<file path="src/rtl/uart_tx_serializer.sv">
// UART transmitter: serializes one latched word as start / data (LSB first) / optional parity / stop.
// Bit time is a latched prescale count; TX_OUT and BUSY come straight from flops.
module uart_tx_serializer #(
  parameter int unsigned DATA_WIDTH     = 8,
  parameter int unsigned PRESCALE_WIDTH = 6
) (
  input  logic                      CLK,
  input  logic                      RST,
  input  logic [DATA_WIDTH-1:0]     P_DATA,
  input  logic                      DATA_VALID,
  input  logic                      PAR_EN,
  input  logic                      PAR_TYP,
  input  logic [PRESCALE_WIDTH-1:0] PRESCALE,
  output logic                      TX_OUT,
  output logic                      BUSY
);

  localparam int unsigned BitCntW = (DATA_WIDTH > 1) ? $clog2(DATA_WIDTH) : 1;

  typedef enum logic [2:0] {StIdle, StStart, StData, StParity, StStop} state_e;

  state_e                    state_q, state_d;
  logic [PRESCALE_WIDTH-1:0] edge_cnt_q, edge_cnt_d;
  logic [PRESCALE_WIDTH-1:0] prescale_q, prescale_d;
  logic [BitCntW-1:0]        bit_cnt_q, bit_cnt_d;
  logic [DATA_WIDTH-1:0]     shift_q, shift_d;
  logic                      par_en_q, par_en_d;
  logic                      par_bit_q, par_bit_d;
  logic                      tx_q, tx_d;
  logic                      busy_q, busy_d;
  logic                      wrap;

  assign wrap = (edge_cnt_q == prescale_q - PRESCALE_WIDTH'(1));

  always_comb begin
    state_d    = state_q;
    edge_cnt_d = wrap ? '0 : edge_cnt_q + PRESCALE_WIDTH'(1);
    prescale_d = prescale_q;
    bit_cnt_d  = bit_cnt_q;
    shift_d    = shift_q;
    par_en_d   = par_en_q;
    par_bit_d  = par_bit_q;
    tx_d       = tx_q;
    busy_d     = busy_q;

    unique case (state_q)
      StIdle: begin
        edge_cnt_d = '0;
        tx_d       = 1'b1;
        busy_d     = 1'b0;
        if (DATA_VALID) begin
          shift_d    = P_DATA;
          par_en_d   = PAR_EN;
          par_bit_d  = PAR_TYP ? ~^P_DATA : ^P_DATA;
          prescale_d = (PRESCALE == '0) ? PRESCALE_WIDTH'(1) : PRESCALE;
          bit_cnt_d  = '0;
          tx_d       = 1'b0;
          busy_d     = 1'b1;
          state_d    = StStart;
        end
      end
      StStart: begin
        if (wrap) begin
          state_d   = StData;
          tx_d      = shift_q[0];
          shift_d   = shift_q >> 1;
          bit_cnt_d = '0;
        end
      end
      StData: begin
        if (wrap) begin
          if (bit_cnt_q == BitCntW'(DATA_WIDTH - 1)) begin
            // Last data bit done: parity only if it was enabled at acceptance.
            if (par_en_q) begin
              state_d = StParity;
              tx_d    = par_bit_q;
            end else begin
              state_d = StStop;
              tx_d    = 1'b1;
            end
          end else begin
            bit_cnt_d = bit_cnt_q + BitCntW'(1);
            tx_d      = shift_q[0];
            shift_d   = shift_q >> 1;
          end
        end
      end
      StParity: begin
        if (wrap) begin
          state_d = StStop;
          tx_d    = 1'b1;
        end
      end
      StStop: begin
        if (wrap) begin
          state_d = StIdle;
          tx_d    = 1'b1;
          busy_d  = 1'b0;
        end
      end
      default: begin
        state_d = StIdle;
        tx_d    = 1'b1;
        busy_d  = 1'b0;
      end
    endcase
  end

  always_ff @(posedge CLK) begin
    if (RST) begin
      state_q    <= StIdle;
      edge_cnt_q <= '0;
      prescale_q <= '0;
      bit_cnt_q  <= '0;
      shift_q    <= '0;
      par_en_q   <= 1'b0;
      par_bit_q  <= 1'b0;
      tx_q       <= 1'b1;
      busy_q     <= 1'b0;
    end else begin
      state_q    <= state_d;
      edge_cnt_q <= edge_cnt_d;
      prescale_q <= prescale_d;
      bit_cnt_q  <= bit_cnt_d;
      shift_q    <= shift_d;
      par_en_q   <= par_en_d;
      par_bit_q  <= par_bit_d;
      tx_q       <= tx_d;
      busy_q     <= busy_d;
    end
  end

  assign TX_OUT = tx_q;
  assign BUSY   = busy_q;

endmodule

</file>
<file path="config.mk">
export PLATFORM = sky130hd
export DESIGN_NAME = uart_tx_serializer
export DESIGN_NICKNAME = d
export VERILOG_FILES = /design/src/rtl/uart_tx_serializer.sv
export SDC_FILE = /design/constraint.sdc
export NUM_CORES = 1
export LEC_CHECK = 0
export BUFFER_PORTS_ARGS = -buffer_cell sky130_fd_sc_hd__buf_2
export CAP_MARGIN = 20
export CORE_MARGIN = 4
export CORE_UTILIZATION = 39
export CTS_CLUSTER_SIZE = 30
export DETAILED_ROUTE_END_ITERATION = 8
export SETUP_SLACK_MARGIN = 0.15
export SYNTH_ARGS = -nofsm -noshare
export SYNTH_HDL_FRONTEND = slang
export SYNTH_SLANG_ARGS = --single-unit
</file>
<file path="constraint.sdc">
create_clock -name CLK -period 2.9 [get_ports CLK]
set_clock_uncertainty 0.15 [all_clocks]
set_input_delay 0 -clock CLK [delete_from_list [all_inputs] [get_ports CLK]]
set_output_delay 0 -clock CLK [all_outputs]
set_load 0.02 [all_outputs]
</file>
**Word level (Yosys, flattened, before mapping)**

Cells that the tools add are included.

- Output and inout port bits: 2
- Bits in registers: 30
- Word-level logic and storage cells: 69
- Input port bits: 19

- Equal/unequal tests: 14
- Multiplexer cells: 29
- $add $sub $neg: 3
- Reductions and logical operators: 13
- Bitwise logic cells: 1

Operator list:

| kind | count |
|---|---|
| 2-to-1 mux 8 bit | 4 |
| 2-to-1 mux 3 bit | 10 |
| case mux 8 bit (3 select lines) | 1 |
| case mux 3 bit (5 select lines) | 1 |
| != test 2 bit, second input constant | 7 |
| 2-to-1 mux 1 bit | 9 |
| case mux 3 bit (3 select lines) | 1 |
| XNOR reduction 8 bit | 1 |
| parity 8 bit | 1 |
| adder 6 x 1 -> 6 bit, second input constant | 1 |
| == test 3 x 2 -> 1 bit, second input constant | 2 |
| == test 3 bit, second input constant | 2 |
| == test 6 bit | 1 |
| zero test 6 bit | 1 |
| 2-to-1 mux 6 bit | 1 |
| AND reduction 6 bit | 1 |
| OR reduction 3 bit | 2 |
| subtractor 6 x 1 -> 6 bit, second input constant | 1 |
| AND reduction 5 bit | 1 |
| case mux 1 bit (4 select lines) | 1 |
| AND reduction 2 bit | 2 |
| adder 3 x 1 -> 3 bit, second input constant | 1 |
| == test 3 x 1 -> 1 bit, second input constant | 1 |
| zero test 3 bit | 1 |
| other kinds (6) | 6 |

**Depth between registers and ports, before layout**

Gate-level depths: netlist of the first run.

- Depth in word-level cells: 4
- Depth in mapped cells: 8
- Gate-level depth less buffers: 7

**Worst setup path after synthesis of the first run**

Ideal clock, no wire load.

- Path kind: register to register
- From: register bit_cnt_q[0]
- To: register bit_cnt_q[0]
- Stages on the path, launching flop included: 8
- Arrival time: 2.241 ns
- Required time: 2.678 ns
- Clock period less this slack: 2.463 ns
- Path buffers: 0
- Library setup time: 0.072 ns
- Slack: 0.437 ns
- Cell sequence: dfxtp_1 ha_1 ha_1 or4b_2 o31a_1 a2111o_1 o21ai_4 mux2i_1

- Word-level cells in the longest chain between the ends: 4
- Elaborated cells between the ends (all ways): 7
- Classes of those cells: add/sub (1); eq/ne (2); mux (3); reduce/logical (1)

RTL lines:

| what | RTL line | RTL |
|---|---|---|
| from (decl) | 25 | `logic [BitCntW-1:0] bit_cnt_q, bit_cnt_d;` |
| from (signal assigned) | 124 | `bit_cnt_q <= bit_cnt_d;` |
| adder 3 x 1 -> 3 bit | 82 | `bit_cnt_d = bit_cnt_q + BitCntW'(1);` |
| 2-to-1 mux 3 bit | 72 | `if (bit_cnt_q == BitCntW'(DATA_WIDTH - 1)) begin` |
| 2-to-1 mux 3 bit | 71 | `if (wrap) begin` |
| case mux 3 bit (3 select lines) | 46 | `unique case (state_q)` |

Parallel ways exist; a longest one is shown, timed or not. The select of a mux whose other input is x is not followed.
A chain may end at the register's enable or synchronous reset.

**Worst setup path in the final report of the first run**

Same ends and word-level chain as after synthesis.

==> results of run 1 <==
[cells by family (layout without fill, tap and decap cells)]
group,after synthesis,in the layout,share of synthesized area
AND/OR/NAND/NOR,63,63,0.198
AO/OA/AOI/OAI,53,53,0.223
flip-flops,30,30,0.349
XOR/XNOR,20,20,0.102
buffers and inverters,16,58,0.0356
multiplexers,11,11,0.0640
adder cells (fa/ha/maj),4,4,0.0291
[layout make-up]
| cell class | count | area [sq um] | share of cell area |
|---|---|---|---|
| Sequential cell | 30 | 601 | 0.276 |
| Multi-Input combinational cell | 151 | 1070 | 0.489 |
| Inverter | 5 | 18.8 | 0.00861 |
| Timing Repair Buffer | 45 | 340 | 0.156 |
| Clock buffer | 7 | 86.3 | 0.0396 |
| Tap cell | 50 | 62.6 | 0.0287 |
| Clock inverter | 1 | 5.00 | 0.00230 |
[cell usage after synthesis (all sizes together), types with 4 or more instances]
library cell,instances
a211oi,17
a21oi,15
clkbuf,10
dfxtp,30
ha,4
inv,5
mux2i,11
nand2,20
nand2b,5
nand3b,4
nor2,8
nor3,5
nor4,7
o21ai,8
xnor2,14
xor2,6
[stage by stage]
stage | total power (uW) | std cells
CTS | 1020 | 287
global placement | 665 | 263
detailed placement | 664 | 263
finish | 1020 | 289
global route | 1090 | 289
floorplan | 604 | 197
[flip-flops by register name (all words and copies together), names as in the netlist]
signal / count
prescale_q: 6
state_q: 3
bit_cnt_q: 3
TX_OUT: 1
edge_cnt_q: 6
par_bit_q: 1
par_en_q: 1
shift_q: 8
BUSY: 1
[where the power goes]
part           internal, uW  total (uW)  switching, uW  leakage [uW]
clock                   191         340            149     0.0000482
sequential              436         455           18.4      0.000246
combinational           107         224            117      0.000520
[worst reg2reg max path: stages, from the launching register on]
cell      delay [ps]
dfxtp_1          320
ha_1             200
ha_1             230
or4b_2           620
o31a_1           160
a2111o_1         350
o21ai_4          210
buf_12           150
mux2i_1          180
[worst min-delay path by stage]
| stage | slack [ps] | endpoint | cells past startpoint |
|---|---|---|---|
| 2_1_floorplan | -10 | prescale_q[5] | 2 |
| 3_3_place_gp | 90 | par_en_q | 3 |
| 3_5_place_dp | 100 | par_en_q | 3 |
| 4_1_cts | 90 | prescale_q[2] | 2 |
| 5_1_grt | 130 | prescale_q[1] | 2 |
| 6_report | 100 | prescale_q[2] | 2 |
[timing repair]
item,4_1_cts,5_1_grt
endpoints found under the hold margin,16,0
hold buffers,16,0
endpoints found under the setup margin,0,8
setup buffers,0,2
[metal layers]
layer,vias up,part of all wire,GRT usage,wire (microns)
met5,-,0,0,0
met4,0,0.0090,0.0494,36
met3,4,0.044,0.0405,178
met2,33,0.45,0.242,1790
met1,711,0.50,0.236,2000
li1,809,-,-,-
==> impl_metrics.json, run 1 <==
{
  "r2r-start": "bit_cnt_q[0]",
  "yosys.area.top_type": "dfxtp_1",
  "yosysWarnings": 0,
  "cts-htree-levels": 2,
  "syn2layout_area_growth_pct": 26.6,
  "max_slew_margin": 0.562,
  "syn_inst": 197,
  "synth_flop_cell": "dfxtp_1",
  "cpPeakStageDelay_ps": 620,
  "gp_congestion": 0.872,
  "drive_gt1_frac": 0.172,
  "cts_buffer_depth": 2,
  "cp_cell_sequence": "ha_1, ha_1, or4b_2, o31a_1, a2111o_1, o21ai_4, buf_12, mux2i_1",
  "layout_setup_ws_ps": 262,
  "place_area_sq_um": 1900,
  "grt_setup_unrepaired": "false",
  "fin_crit_ps": 2640,
  "cts_buffers": 5,
  "min-delay-start": "RST",
  "setup_viol": 0,
  "hold_violations": 0,
  "r2r_cells": 8,
  "syn_avg_cell_area_sq_um": 8.74,
  "crit_path_end_kind": "flip-flop",
  "avgRoutedWirePerCell_microns": 13.9,
  "post-route-util": 0.526,
  "drv_cap": 0,
  "ir_drop_mv": 0.301,
  "drt_first_iter_violations": 200,
  "cts_sinks": 30,
  "grt_max_degree": 35,
  "ys_top_cells_by_area": "dfxtp_1, a211oi_1, xnor2_1, mux2i_1, a21oi_1",
  "drtPass1Iterations": 4,
  "routed-via-count": 1557,
  "grt_pass1_wl_microns": 7000,
  "crit_family": "compound AO/OA/AOI/OAI gates",
  "required_ps": 2950,
  "ys_async_sr_fraction": 0,
  "crit_start": "bit_cnt_q[0]",
  "path_depth": 8,
  "fmax_ghz": 0.379,
  "critical_path_class": "flip-flop to flip-flop",
  "synth_edf_count": 0,
  "outcome": "finished, final reports clean",
  "syn_nets": 220,
  "synth.distinct_cells": 37,
  "n_antenna_cell": 0,
  "final_area_sq_um": 2180,
  "pre_cts_slack_ps": 272,
  "crit_end": "bit_cnt_q[0]",
  "final_nets": 261,
  "final_common_cell": "dfxtp_1",
  "start_kind": "flip-flop",
  "regToRegEndpoint": "bit_cnt_q[0]",
  "fp.dieArea_sq_um": 5540,
  "arrival_ps": 2690,
  "slew_viol_final": 0,
  "worstPathMaxFanout": 9,
  "fin_crit_sh": 0.910,
  "viasPerCell": 5.39,
  "tightest_slew_ps": 651,
  "die_w_microns": 74.4,
  "p_leak_uw": 0.000814,
  "ant_nets": 0,
  "antenna_found_initial": 0,
  "cts_root_buf": "clkbuf_8",
  "grtUsageTotal": 0.164,
  "clock_latency_ps": 270,
  "seq_area_frac_synth": 0.349,
  "num_io_pins": 21,
  "clk_pin_slew_ps": 60,
  "start_util": 0.415,
  "nFillCells": 396,
  "cts_tree": "built",
  "r2r_slack_ps": 260,
  "core-area_sq_um": 4140,
  "cpMaxStageDelayCell": "or4b_2",
  "fin_setup_tns_ps": 0,
  "cts_resized": 0,
  "cp_common_cell": "ha_1",
  "io_buffers": 20,
  "critPathBufInv": 1,
  "core.rowCount": 23,
  "grt_pass1_vias": 1426,
  "hold_class": "input pin to flip-flop",
  "synth_top_area_frac": 0.349,
  "totalWireLength_microns": 4010,
  "syn_area_sq_um": 1720,
  "powerDensity_nw_per_um2": 467,
  "synth_seq_cells": 30,
  "post-route-drc-count": 0,
  "die_h_microns": 74.4,
  "hpwl_microns": 2700,
  "hold_ws_ps": 95.0,
  "overflow": 0,
  "final_cell_mix": "dfxtp_1, nand2_1, buf_2"
}
Note: power is estimated with default switching activity, not from simulation.
==> run 2: changes to the inputs <==
--- a/config.mk
+++ b/config.mk
@@ -9,8 +9,10 @@
 export CAP_MARGIN = 20
 export CORE_MARGIN = 4
 export CORE_UTILIZATION = 39
+export CTS_BUF_LIST = sky130_fd_sc_hd__clkbuf_8
 export CTS_CLUSTER_SIZE = 30
 export DETAILED_ROUTE_END_ITERATION = 8
+export PLACE_DENSITY_LB_ADDON = 0.25
 export SETUP_SLACK_MARGIN = 0.15
 export SYNTH_ARGS = -nofsm -noshare
 export SYNTH_HDL_FRONTEND = slang
==> run 2 against run 1 <==
Net effect: wire length up 3.3%; critical path depth unchanged; largest power group is now the clock network; first-iteration DRC count fell by 30%; flip-flop and latch count unchanged; cell area is 2.1% higher; utilization rose by 1.1 points; count of clock-buffer cells in the layout down 1.
==> impl_metrics.json, run 2 (synthesis gave the netlist of run 1 again) <==
{
  "max_flop_register": "shift_q",
  "overflow": 0,
  "switchingPower_uw": 292,
  "power_frac_seq": 0.378,
  "drive_gt1_frac": 0.179,
  "drtPass1Iterations": 4,
  "p_comb_frac": 0.186,
  "cts_tree": "built",
  "cts-htree-levels": 2,
  "cts_sinks": 30,
  "cts_root_buf": "clkbuf_8",
  "start_util": 0.415,
  "cpMaxStageDelayCell": "or4b_2",
  "dp.cells": 263,
  "grt_max_degree": 35,
  "cts_buffers": 5,
  "outcome": "finished, final reports clean",
  "fmax_ghz": 0.380,
  "grtUsageTotal": 0.165,
  "clock_latency_ps": 270,
  "fin_setup_tns_ps": 0,
  "die_w_microns": 74.4,
  "hpwl_microns": 2760,
  "setup_viol": 0,
  "n_antenna_cell": 0,
  "required_ps": 2960,
  "core-area_sq_um": 4140,
  "stdcell_count": 290,
  "clk_pin_slew_ps": 70,
  "routed-via-count": 1573,
  "nFillCells": 400,
  "grt_setup_unrepaired": "false",
  "fin_crit_sh": 0.907,
  "post-route-drc-count": 0,
  "hold_class": "input pin to flip-flop",
  "internal-power_uw": 908,
  "reg.largest.list": "shift_q x8, edge_cnt_q x6, prescale_q x6",
  "die_h_microns": 74.4,
  "viasPerCell": 5.42,
  "hold_violations": 0,
  "antenna_found_initial": 0,
  "num_io_pins": 21,
  "max_slew_margin": 0.525,
  "final_nets": 262,
  "totalWireLength_microns": 4140,
  "gp_congestion": 0.879,
  "slew_viol_final": 0,
  "syn2layout_area_growth_pct": 29.3,
  "avgRoutedWirePerCell_microns": 14.3,
  "worstPathMaxFanout": 6,
  "ant_nets": 0,
  "powerDensity_nw_per_um2": 539,
  "fin_crit_ps": 2630,
  "io_buffers": 20,
  "core.rowCount": 23,
  "cts_resized": 0,
  "cts_buffer_depth": 2,
  "cp_common_cell": "ha_1",
  "cpPeakStageDelay_ps": 630,
  "cp_cell_sequence": "ha_1, ha_1, or4b_2, o31a_1, a2111o_1, o21ai_4, buf_4, mux2i_1",
  "power_frac_clock": 0.435,
  "crit_path_end_kind": "flip-flop",
  "ir_drop_mv": 0.350,
  "grt_pass1_wl_microns": 7060,
  "largest_reg_flops": 8,
  "p_leak_uw": 0.000838,
  "drt_first_iter_violations": 141,
  "drv_cap": 0,
  "fp.dieArea_sq_um": 5540,
  "arrival_ps": 2690,
  "tightest_slew_ps": 706,
  "critical_path_class": "flip-flop to flip-flop",
  "final_common_cell": "dfxtp_1",
  "start_kind": "flip-flop",
  "grt_pass1_vias": 1478,
  "p_sw_frac": 0.244,
  "final_cell_mix": "dfxtp_1, nand2_1, buf_2"
}
## run 2: what timing repair did
item	4_1_cts	5_1_grt
endpoints found under the hold margin	16	0
setup endpoints to repair	0	8
hold buffers	16	0
buffers inserted	0	3
## run 2: final timing paths
kind	start	endpoint	slack [ps]	depth (start not counted)
setup / recovery	bit_cnt_q[0]	bit_cnt_q[2]	270	8
hold / removal	RST	par_en_q	100	2
setup reg to reg	bit_cnt_q[0]	bit_cnt_q[2]	270	8
hold reg to reg	prescale_q[5]	prescale_q[5]	320	2
## run 2: power groups by stage
| stage | Sequential (uW) | Clock [uW] | Combinational, uW |
|---|---|---|---|
| 2_1_floorplan | 461 | 0 | 143 |
| 6_report | 454 | 523 | 224 |
| 4_1_cts | 454 | 534 | 221 |
| 5_1_grt | 457 | 555 | 249 |
| 3_3_place_gp | 463 | 0 | 202 |
| 3_5_place_dp | 463 | 0 | 203 |
## run 2: metal layers
metal | track usage | up-vias | wire (microns)
met5 | 0 | - | 0
met4 | 0.0455 | 0 | 24
met3 | 0.0365 | 2 | 172
met2 | 0.265 | 33 | 2010
met1 | 0.222 | 723 | 1940
li1 | - | 815 | -
## run 2: critical path, delay by kind of cell (launching register included)
family	cells	cell delay [ps]
AOI/OAI and AO/OA	3	680
and+or+nand+nor	1	630
adders and majority gates	2	430
DFF	1	320
buffers and inverters	1	180
muxes	1	170
## run 2: layout make-up
class | count | area, sq um | area share
multi-input cells | 151 | 1070 | 0.479
flip-flops and latches | 30 | 601 | 0.270
repair buffers | 46 | 335 | 0.151
clock buffers | 6 | 82.6 | 0.0371
well taps | 50 | 62.6 | 0.0281
clock inverters | 2 | 60.1 | 0.0270
inverters | 5 | 18.8 | 0.00843
## run 2: per-stage QoR
stage,power [uW],setup WS (ps),utilization,area (sq um),hold slack (ps)
after floorplan,604,437,-,1720,-14.0
after global placement,665,315,0.459,1900,94.3
after detailed placement,667,254,0.459,1900,99.0
after CTS,1210,232,0.532,2200,96.6
after global routing,1260,156,0.537,2230,117
final,1200,271,0.537,2230,104
